`src/rtl/async_fifo_pkg.sv`:
```
// Shared types and sizing for the async FIFO read-side drain engine.
//   reader_state_e : drain FSM states
//   SKID_DEPTH     : entries in the output skid buffer
//   OCC_WIDTH      : width of a skid-buffer occupancy count (0..SKID_DEPTH)
//   PTR_WIDTH      : width of a skid-buffer head/tail pointer
//   CREDIT_WIDTH   : width of the pop-credit sum (occ + inflight - pop_out)
package async_fifo_pkg;

  typedef enum logic [1:0] {
    IDLE  = 2'd0,
    RUN   = 2'd1,
    DRAIN = 2'd2
  } reader_state_e;

  localparam int unsigned SKID_DEPTH   = 2;
  localparam int unsigned OCC_WIDTH    = $clog2(SKID_DEPTH + 1);
  localparam int unsigned PTR_WIDTH    = $clog2(SKID_DEPTH);
  localparam int unsigned CREDIT_WIDTH = OCC_WIDTH + 1;

endpackage

```
`src/rtl/skid_buffer.sv`:
```
// Small register FIFO that catches words returned by the async FIFO so that
// the output stream can stall without losing data already in flight.
// Ports:
//   i_clk, i_rst : clock, synchronous active-high reset
//   i_wr_en      : push i_wr_data at the tail
//   i_wr_data    : word to push
//   i_rd_en      : pop the head (caller guarantees occupancy != 0)
//   o_rd_data    : current head word
//   o_occ        : number of stored words
module skid_buffer
  import async_fifo_pkg::*;
#(
  parameter int unsigned DATA_WIDTH = 8
) (
  input  logic                  i_clk,
  input  logic                  i_rst,
  input  logic                  i_wr_en,
  input  logic [DATA_WIDTH-1:0] i_wr_data,
  input  logic                  i_rd_en,
  output logic [DATA_WIDTH-1:0] o_rd_data,
  output logic [OCC_WIDTH-1:0]  o_occ
);

  logic [DATA_WIDTH-1:0] r_mem [SKID_DEPTH];
  logic [PTR_WIDTH-1:0]  r_head;
  logic [PTR_WIDTH-1:0]  r_tail;
  logic [OCC_WIDTH-1:0]  r_occ;

  // Storage, pointers and occupancy; a simultaneous push and pop keeps occ.
  always_ff @(posedge i_clk) begin
    if (i_rst) begin
      r_mem  <= '{default: '0};
      r_head <= '0;
      r_tail <= '0;
      r_occ  <= '0;
    end else begin
      if (i_wr_en) begin
        r_mem[r_tail] <= i_wr_data;
        r_tail        <= r_tail + PTR_WIDTH'(1);
      end
      if (i_rd_en) begin
        r_head <= r_head + PTR_WIDTH'(1);
      end
      if (i_wr_en && !i_rd_en) begin
        r_occ <= r_occ + OCC_WIDTH'(1);
      end else if (!i_wr_en && i_rd_en) begin
        r_occ <= r_occ - OCC_WIDTH'(1);
      end
    end
  end

  assign o_rd_data = r_mem[r_head];
  assign o_occ     = r_occ;

  // The pop-credit logic upstream must keep these from ever firing.
  a_occ_bound: assert property (@(posedge i_clk) disable iff (i_rst)
    r_occ <= OCC_WIDTH'(SKID_DEPTH));
  a_no_overflow: assert property (@(posedge i_clk) disable iff (i_rst)
    !(i_wr_en && !i_rd_en && (r_occ == OCC_WIDTH'(SKID_DEPTH))));
  a_no_underrun: assert property (@(posedge i_clk) disable iff (i_rst)
    !(i_rd_en && (r_occ == '0)));

endmodule

```
`src/rtl/async_fifo_reader.sv`:
```
// Read-side drain engine: pops the async FIFO read port, absorbs its one-cycle
// read latency and presents the words as a valid/ready stream.
// Ports:
//   r_clk, rrst     : read-domain clock, synchronous active-high reset
//   enable          : permit new FIFO pops
//   fifo_empty      : FIFO empty flag
//   fifo_data       : FIFO data_out, valid the cycle after a pop
//   fifo_read_error : FIFO read_error, aligned with fifo_data
//   fifo_r_en       : FIFO pop strobe (combinational, depends on m_ready)
//   m_valid/m_data  : output stream word
//   m_ready         : consumer accepts the output word
//   rd_count        : words delivered, wrapping
//   busy            : FSM not idle
//   underflow_err   : sticky, FIFO rejected a pop
module async_fifo_reader
  import async_fifo_pkg::*;
#(
  parameter int unsigned DATA_WIDTH = 8,
  parameter int unsigned CNT_WIDTH  = 16
) (
  input  logic                  r_clk,
  input  logic                  rrst,
  input  logic                  enable,
  input  logic                  fifo_empty,
  input  logic [DATA_WIDTH-1:0] fifo_data,
  input  logic                  fifo_read_error,
  output logic                  fifo_r_en,
  output logic                  m_valid,
  output logic [DATA_WIDTH-1:0] m_data,
  input  logic                  m_ready,
  output logic [CNT_WIDTH-1:0]  rd_count,
  output logic                  busy,
  output logic                  underflow_err
);

  reader_state_e           r_state;
  reader_state_e           w_state_nxt;
  logic                    r_inflight;
  logic [CNT_WIDTH-1:0]    r_rd_count;
  logic                    r_underflow;
  logic [OCC_WIDTH-1:0]    w_occ;
  logic                    w_pop_out;
  logic                    w_wr_en;
  logic                    w_fifo_r_en;
  logic [CREDIT_WIDTH-1:0] w_credit;

  assign w_pop_out = m_valid && m_ready;
  assign w_wr_en   = r_inflight && !fifo_read_error;

  // Slots already spoken for once this cycle's output handshake completes.
  // pop_out implies occ >= 1, so the subtraction never wraps.
  assign w_credit = CREDIT_WIDTH'(w_occ) + CREDIT_WIDTH'(r_inflight)
                  - CREDIT_WIDTH'(w_pop_out);

  // State register.
  always_ff @(posedge r_clk) begin
    if (rrst) begin
      r_state <= IDLE;
    end else begin
      r_state <= w_state_nxt;
    end
  end

  // Next state and pop strobe; pops only in RUN with buffer room guaranteed.
  always_comb begin
    w_state_nxt = r_state;
    w_fifo_r_en = 1'b0;
    case (r_state)
      IDLE: begin
        if (enable) w_state_nxt = RUN;
      end
      RUN: begin
        if (!enable) w_state_nxt = DRAIN;
        if (!fifo_empty && (w_credit < CREDIT_WIDTH'(SKID_DEPTH))) begin
          w_fifo_r_en = 1'b1;
        end
      end
      DRAIN: begin
        if (enable) begin
          w_state_nxt = RUN;
        end else if ((w_occ == '0) && !r_inflight) begin
          w_state_nxt = IDLE;
        end
      end
      default: w_state_nxt = IDLE;
    endcase
  end

  // In-flight tracking, delivered-word counter and sticky error flag.
  always_ff @(posedge r_clk) begin
    if (rrst) begin
      r_inflight  <= 1'b0;
      r_rd_count  <= '0;
      r_underflow <= 1'b0;
    end else begin
      r_inflight <= w_fifo_r_en;
      if (w_pop_out) begin
        r_rd_count <= r_rd_count + CNT_WIDTH'(1);
      end
      if (r_inflight && fifo_read_error) begin
        r_underflow <= 1'b1;
      end
    end
  end

  skid_buffer #(
    .DATA_WIDTH (DATA_WIDTH)
  ) u_skid (
    .i_clk     (r_clk),
    .i_rst     (rrst),
    .i_wr_en   (w_wr_en),
    .i_wr_data (fifo_data),
    .i_rd_en   (w_pop_out),
    .o_rd_data (m_data),
    .o_occ     (w_occ)
  );

  assign fifo_r_en     = w_fifo_r_en;
  assign m_valid       = (w_occ != '0);
  assign rd_count      = r_rd_count;
  assign busy          = (r_state != IDLE);
  assign underflow_err = r_underflow;

endmodule

```
`config.mk`:
```
export PLATFORM = sky130hd
export DESIGN_NAME = async_fifo_reader
export DESIGN_NICKNAME = d
export VERILOG_FILES = /design/src/rtl/async_fifo_pkg.sv /design/src/rtl/skid_buffer.sv /design/src/rtl/async_fifo_reader.sv
export SDC_FILE = /design/constraint.sdc
export NUM_CORES = 1
export LEC_CHECK = 0
export CORE_AREA = 2 2 74 62
export DETAILED_ROUTE_END_ITERATION = 12
export DIE_AREA = 0 0 76 64
export DONT_BUFFER_PORTS = 1
export GPL_ROUTABILITY_DRIVEN = 0
export SYNTH_ARGS = -nofsm -noshare
export SYNTH_HDL_FRONTEND = slang
export SYNTH_SLANG_ARGS = --single-unit
```
`constraint.sdc`:
```
create_clock -name r_clk -period 3.4 [get_ports r_clk]
set_clock_uncertainty 0.15 [all_clocks]
set_input_delay 0.68 -clock r_clk [delete_from_list [all_inputs] [get_ports r_clk]]
set_output_delay 0.68 -clock r_clk [all_outputs]
set_load 0.01 [all_outputs]
```
# After elaboration in Yosys (flattened, before gate mapping)
# Cells that the tools add are included.
# totals
register_bits	40
# classes
addsub	7
n_lt_le_gt_ge	4
eq_ne	5
n_mux	15
bitwise_logic	2
reduce_logical	19
# op_table
op	n
two-way mux 8 bit	4
adder 16 x 1 -> 16 bit (second input constant)	1
bitwise mux 16 bit	1
two-way mux 2 bit	6
demux 8 bit (select 1 bit)	1
logical AND 1 bit	8
one-hot mux 2 bit (3 select lines)	1
nonzero test 2 bit	3
zero test 1 bit	5
>= comparator 2 bit (second input constant)	2
zero test 2 bit	2
!= test 2 bit (second input constant)	2
inverter 1 -> 2 bit	2
adder 2 x 1 -> 3 bit	1
less-than comparator 3 x 2 -> 1 bit (second input constant)	1
!= test 3 bit (second input constant)	1
AND reduction 3 bit	1
subtractor 3 x 1 -> 3 bit	1
adder 1 bit (second input constant)	2
adder 2 x 1 -> 2 bit (second input constant)	1
== test 2 x 1 -> 1 bit (second input constant)	1
== test 2 bit (second input constant)	1
less-than comparator 2 x 1 -> 1 bit (second input constant)	1
two-way mux 1 bit	2
subtractor 2 x 1 -> 2 bit (second input constant)	1

# Logic depth before layout (Yosys ltp)
# Gate-level depths: netlist (run 1).
# logic_depth
word_depth	7
mapped_depth	10
mapped_depth_nobuf	9

# Modules after synthesis
# Synthesis (run 1) repeated with hierarchy kept, for this count alone.
# hier_totals
hier_cells	200
hier_area_um2	1765.4
# modules_own_cells
module	n_inst	cells_each	area_each_um2	seq_area_each_um2
async_fifo_reader	1	102	938.4	400.4
skid_buffer	1	98	827.0	400.4

# Least setup slack after synthesis (run 1)
# Ideal clock, no wire load.
# synth_path
path_kind	register to output
start	register u_skid.r_occ[0], in the netlist u_skid.o_occ[0]
end	output fifo_r_en
t_arrival_ns	2.385
t_required_ns	2.570
slack_ns	0.185
stages_incl_launch_ff	10
path_buffers	1
path_cell_list	dfxtp_1 > buf_4 > or2_2 > nand2_1 > inv_1 > ha_1 > nand2b_1 > fa_1 > xor2_1 > nor4b_1
# synth_between
elab_chain_cells	7
# synth_lines
element	line	rtl
from (decl)	skid_buffer.sv:27	logic [OCC_WIDTH-1:0] r_occ;
from (signal assigned)	skid_buffer.sv:45	r_occ <= r_occ + OCC_WIDTH'(1);
from (signal assigned)	skid_buffer.sv:47	r_occ <= r_occ - OCC_WIDTH'(1);
nonzero test 2 bit	async_fifo_reader.sv:119	assign m_valid = (w_occ != '0);
via m_valid	async_fifo_reader.sv:28	output logic m_valid,
logical AND 1 bit	async_fifo_reader.sv:47	assign w_pop_out = m_valid && m_ready;
via u_skid.i_rd_en	skid_buffer.sv:19	input logic i_rd_en,
subtractor 3 x 1 -> 3 bit	async_fifo_reader.sv:53	- CREDIT_WIDTH'(w_pop_out);
less-than comparator 3 x 2 -> 1 bit	async_fifo_reader.sv:74	if (!fifo_empty && (w_credit < CREDIT_WIDTH'(SKID_DEPTH))) begin
logical AND 1 bit	async_fifo_reader.sv:74	
two-way mux 1 bit	async_fifo_reader.sv:74	
two-way mux 1 bit	async_fifo_reader.sv:68	case (r_state)
to (decl)	async_fifo_reader.sv:27	output logic fifo_r_en,
# The timed path passes the listed nets, and every way through them passes these cells.

# Worst setup path in the final report (run 1)
# Ends and elaborated chain as after synthesis.

==> reports/metrics.cfg, run 1 <==
[outcome]
status = finished, final reports clean

[worst_setup_path]
rr_worst_depth = 10
cpLargestDelayFamily = simple AND/OR/NAND/NOR gates
critPathMaxFanout = 5
r2r-end = r_inflight
required_ps = 2570
endpoint_kind = primary output
r2r_start = u_skid.o_occ[0]
cp.arrival_ps = 2410
crit_chain = or2_4 > nand2_4 > inv_2 > ha_1 > nand2b_1 > fa_2 > xor2_1 > nor4b_2 > buf_4
start_kind = flop
critPathBufInv = 2
crit_type = reg2out
cp.depth = 9
ff2ff_setup_slack_ps = 960
critPathMaxStageDelay_ps = 360
crit_path_end = fifo_r_en
critical_path.slowest_cell = dfxtp_4
crit_path_start = u_skid.o_occ[0]

[cts]
cts_tree = built
cts_htree_levels = 2
cts.reportedPaths.clkPinSlew_ps = 70
cts_hold_buffers = 0
cts.sinks = 40
cts_max_path_buffers = 2
cts_buffers = 5
clk_latency_ps = 290
root_buffer = clkbuf_8

[synth]
netlist_area_sq_um = 1810
ys_types = 37
synth_xor_area_share_pct = 8.21
async_flop_share_pct = 0
synth_largest_area_cell = dfxtp_1
synth_area_leaders = dfxtp_1, nor2_1, mux2_2, mux2i_1, xnor2_1
synth.yosys.warnings = 0
synth_mux_area_share_pct = 10.8
synth.avg_cell_area_sq_um = 9.30
synth_simple_gate_area_share_pct = 23.9
synth_common_cells = dfxtp_1, nor2_1, nand2_1
syn_inst = 195
synth_edf_count = 0
synth_top_family_by_area = simple AND/OR/NAND/NOR gates
synthesis.nets = 213
synthAdderAreaFrac_pct = 3.17
synth_seq_area_share_pct = 44.2
synth_flop_cell = dfxtp_1
ys_seq_elements = 40
netlist.area_leader.share_pct = 44.2
synth_compound_gate_area_share_pct = 6.69
synth.most_common_cell = dfxtp_1

[pwr]
peakVddDrop_mv = 0.175
p_per_area_nw_per_um2 = 522
p_leak_nw = 0.735
total_power_mw = 1.03

[routing]
drtIter0Drc = 52
detail_route.first_pass.iterations = 4
avgRoutedWirePerCell_um = 14.8
drc_errors = 0
wl_um = 3770
avgViaCountPerCell = 5.32
vias = 1352
ant_nets = 0

[sta]
slew_violations = 0
clock.fmax_ghz = 0.309
fin_crit_sh_pct = 95.2
holdWs_ps = 300
rsz0062_at_grt = false
post-route-min-period_ps = 3240
slew_headroom_pct = 35.9
tns_ps = 0
hold_viol = 0
tightest_slew_ps = 960
setup_viol = 0
layout_setup_ws_ps = 164

[global_route]
grt_first_pass_wirelength_um = 6320
grt-ovfl-total = 0
grt_max_degree = 44
first_global_vias = 1330
track_usage_pct = 16.9
antenna_found_initial = 0

[place]
pre_cts_slack_ps = 220
io_buffers = 0
place_hpwl_um = 2630

[floorplan]
pin_count = 42
fp.dieH_um = 64
coreArea_sq_um = 4070
start_util_pct = 44.5
die_w_um = 76
die_area_sq_um = 4860
placementRows = 21

[worst_hold_path]
min_path_cells = 1
hold_class = in2reg

[final_layout]
area_growth_pct = 8.90
fin_nets = 215
diodes = 0
fillCellCount = 407
drive_gt1_share_pct = 16.8

[run]
max_cap_violations = 0

cell usage in the layout (no fill, tap or decap), types with 2 or more instances in the layout:
cell,instances
a211oi_1,2
nor2b_1,6
xor2_1,8
nand4_1,2
clkbuf_8,5
dfxtp_1,39
nand2b_1,3
inv_1,3
nor2_1,29
ha_1,3
nor3_1,2
nand2_1,17
a21oi_1,12
buf_4,4
xnor2_1,9
mux2_2,9
o21ai_0,2
nor4_1,3
nand3_1,10
mux2i_1,8
power by group:
group          internal [mW]  leakage, nW  switching, mW
Clock                  0.140       0.0410          0.160
Sequential             0.496        0.324         0.0453
Combinational         0.0989        0.370         0.0914
final cells by class:
cell class	instances	area, sq um	area share [%]
flip-flops and latches	40	805	40.7
clock buffers	6	72.6	3.68
repair buffers	4	30.0	1.52
clock inverters	1	5.00	0.253
well taps	57	71.3	3.61
multi-input cells	142	976	49.4
inverters	4	15.0	0.760
per-stage QoR:
step                      instances  util, %  cell area, sq um
after floorplan                 195        -              1810
after global placement          246     45.8              1870
after detailed placement        246     45.8              1870
after CTS                       253     47.8              1950
after global routing            254     48.5              1970
final                           254     48.5              1970
registers in the layout (all words and copies together) (netlist names):
register       count
r_inflight         1
r_state            2
rd_count          16
u_skid.o_occ       2
u_skid.r_head      1
u_skid.r_mem      16
u_skid.r_tail      1
underflow_err      1
how the worst min path moves through the flow:
| stage | from | to | slack (ps) |
|---|---|---|---|
| finish | rrst | rd_count[11] | 300 |
| global route | rrst | u_skid.r_mem[1] | 280 |
| CTS | rrst | u_skid.r_mem[4] | 290 |
| detailed placement | u_skid.r_mem[4] | u_skid.r_mem[4] | 290 |
| global placement | u_skid.r_mem[7] | u_skid.r_mem[7] | 280 |
| floorplan | u_skid.r_mem[0] | u_skid.r_mem[0] | 280 |
timing repair:
item	4_1_cts	5_1_grt
resized for setup	3	5
setup buffers	0	1
endpoints found under the setup margin	1	1
pin swaps	0	2
per-layer routing:
layer  global-route usage [%]  routed length [um]  vias up
li1                         -                   -      669
met1                     19.5                1730      642
met2                     27.1                1710       34
met3                     8.19                 268        7
met4                     6.59                  58        0
met5                        0                   0        -
cells by family (layout without fill, tap and decap cells):
| kind of cell | Yosys count | after routing |
|---|---|---|
| AO/OA/AOI/OAI | 20 | 20 |
| XOR/XNOR | 17 | 17 |
| adder cells (fa/ha/maj) | 4 | 4 |
| buffers and inverters | 13 | 15 |
| flip-flops | 40 | 40 |
| multiplexers | 18 | 18 |
| AND/OR/NAND/NOR | 83 | 83 |
Note: power is estimated with default switching activity, not from simulation.
==> run 2, diff against run 1 <==
Settings changed: ABC_CLOCK_PERIOD_IN_PS set to 3400.
==> results of run 2 <==
Final layout, timing and power as in run 1 (identical DEF).
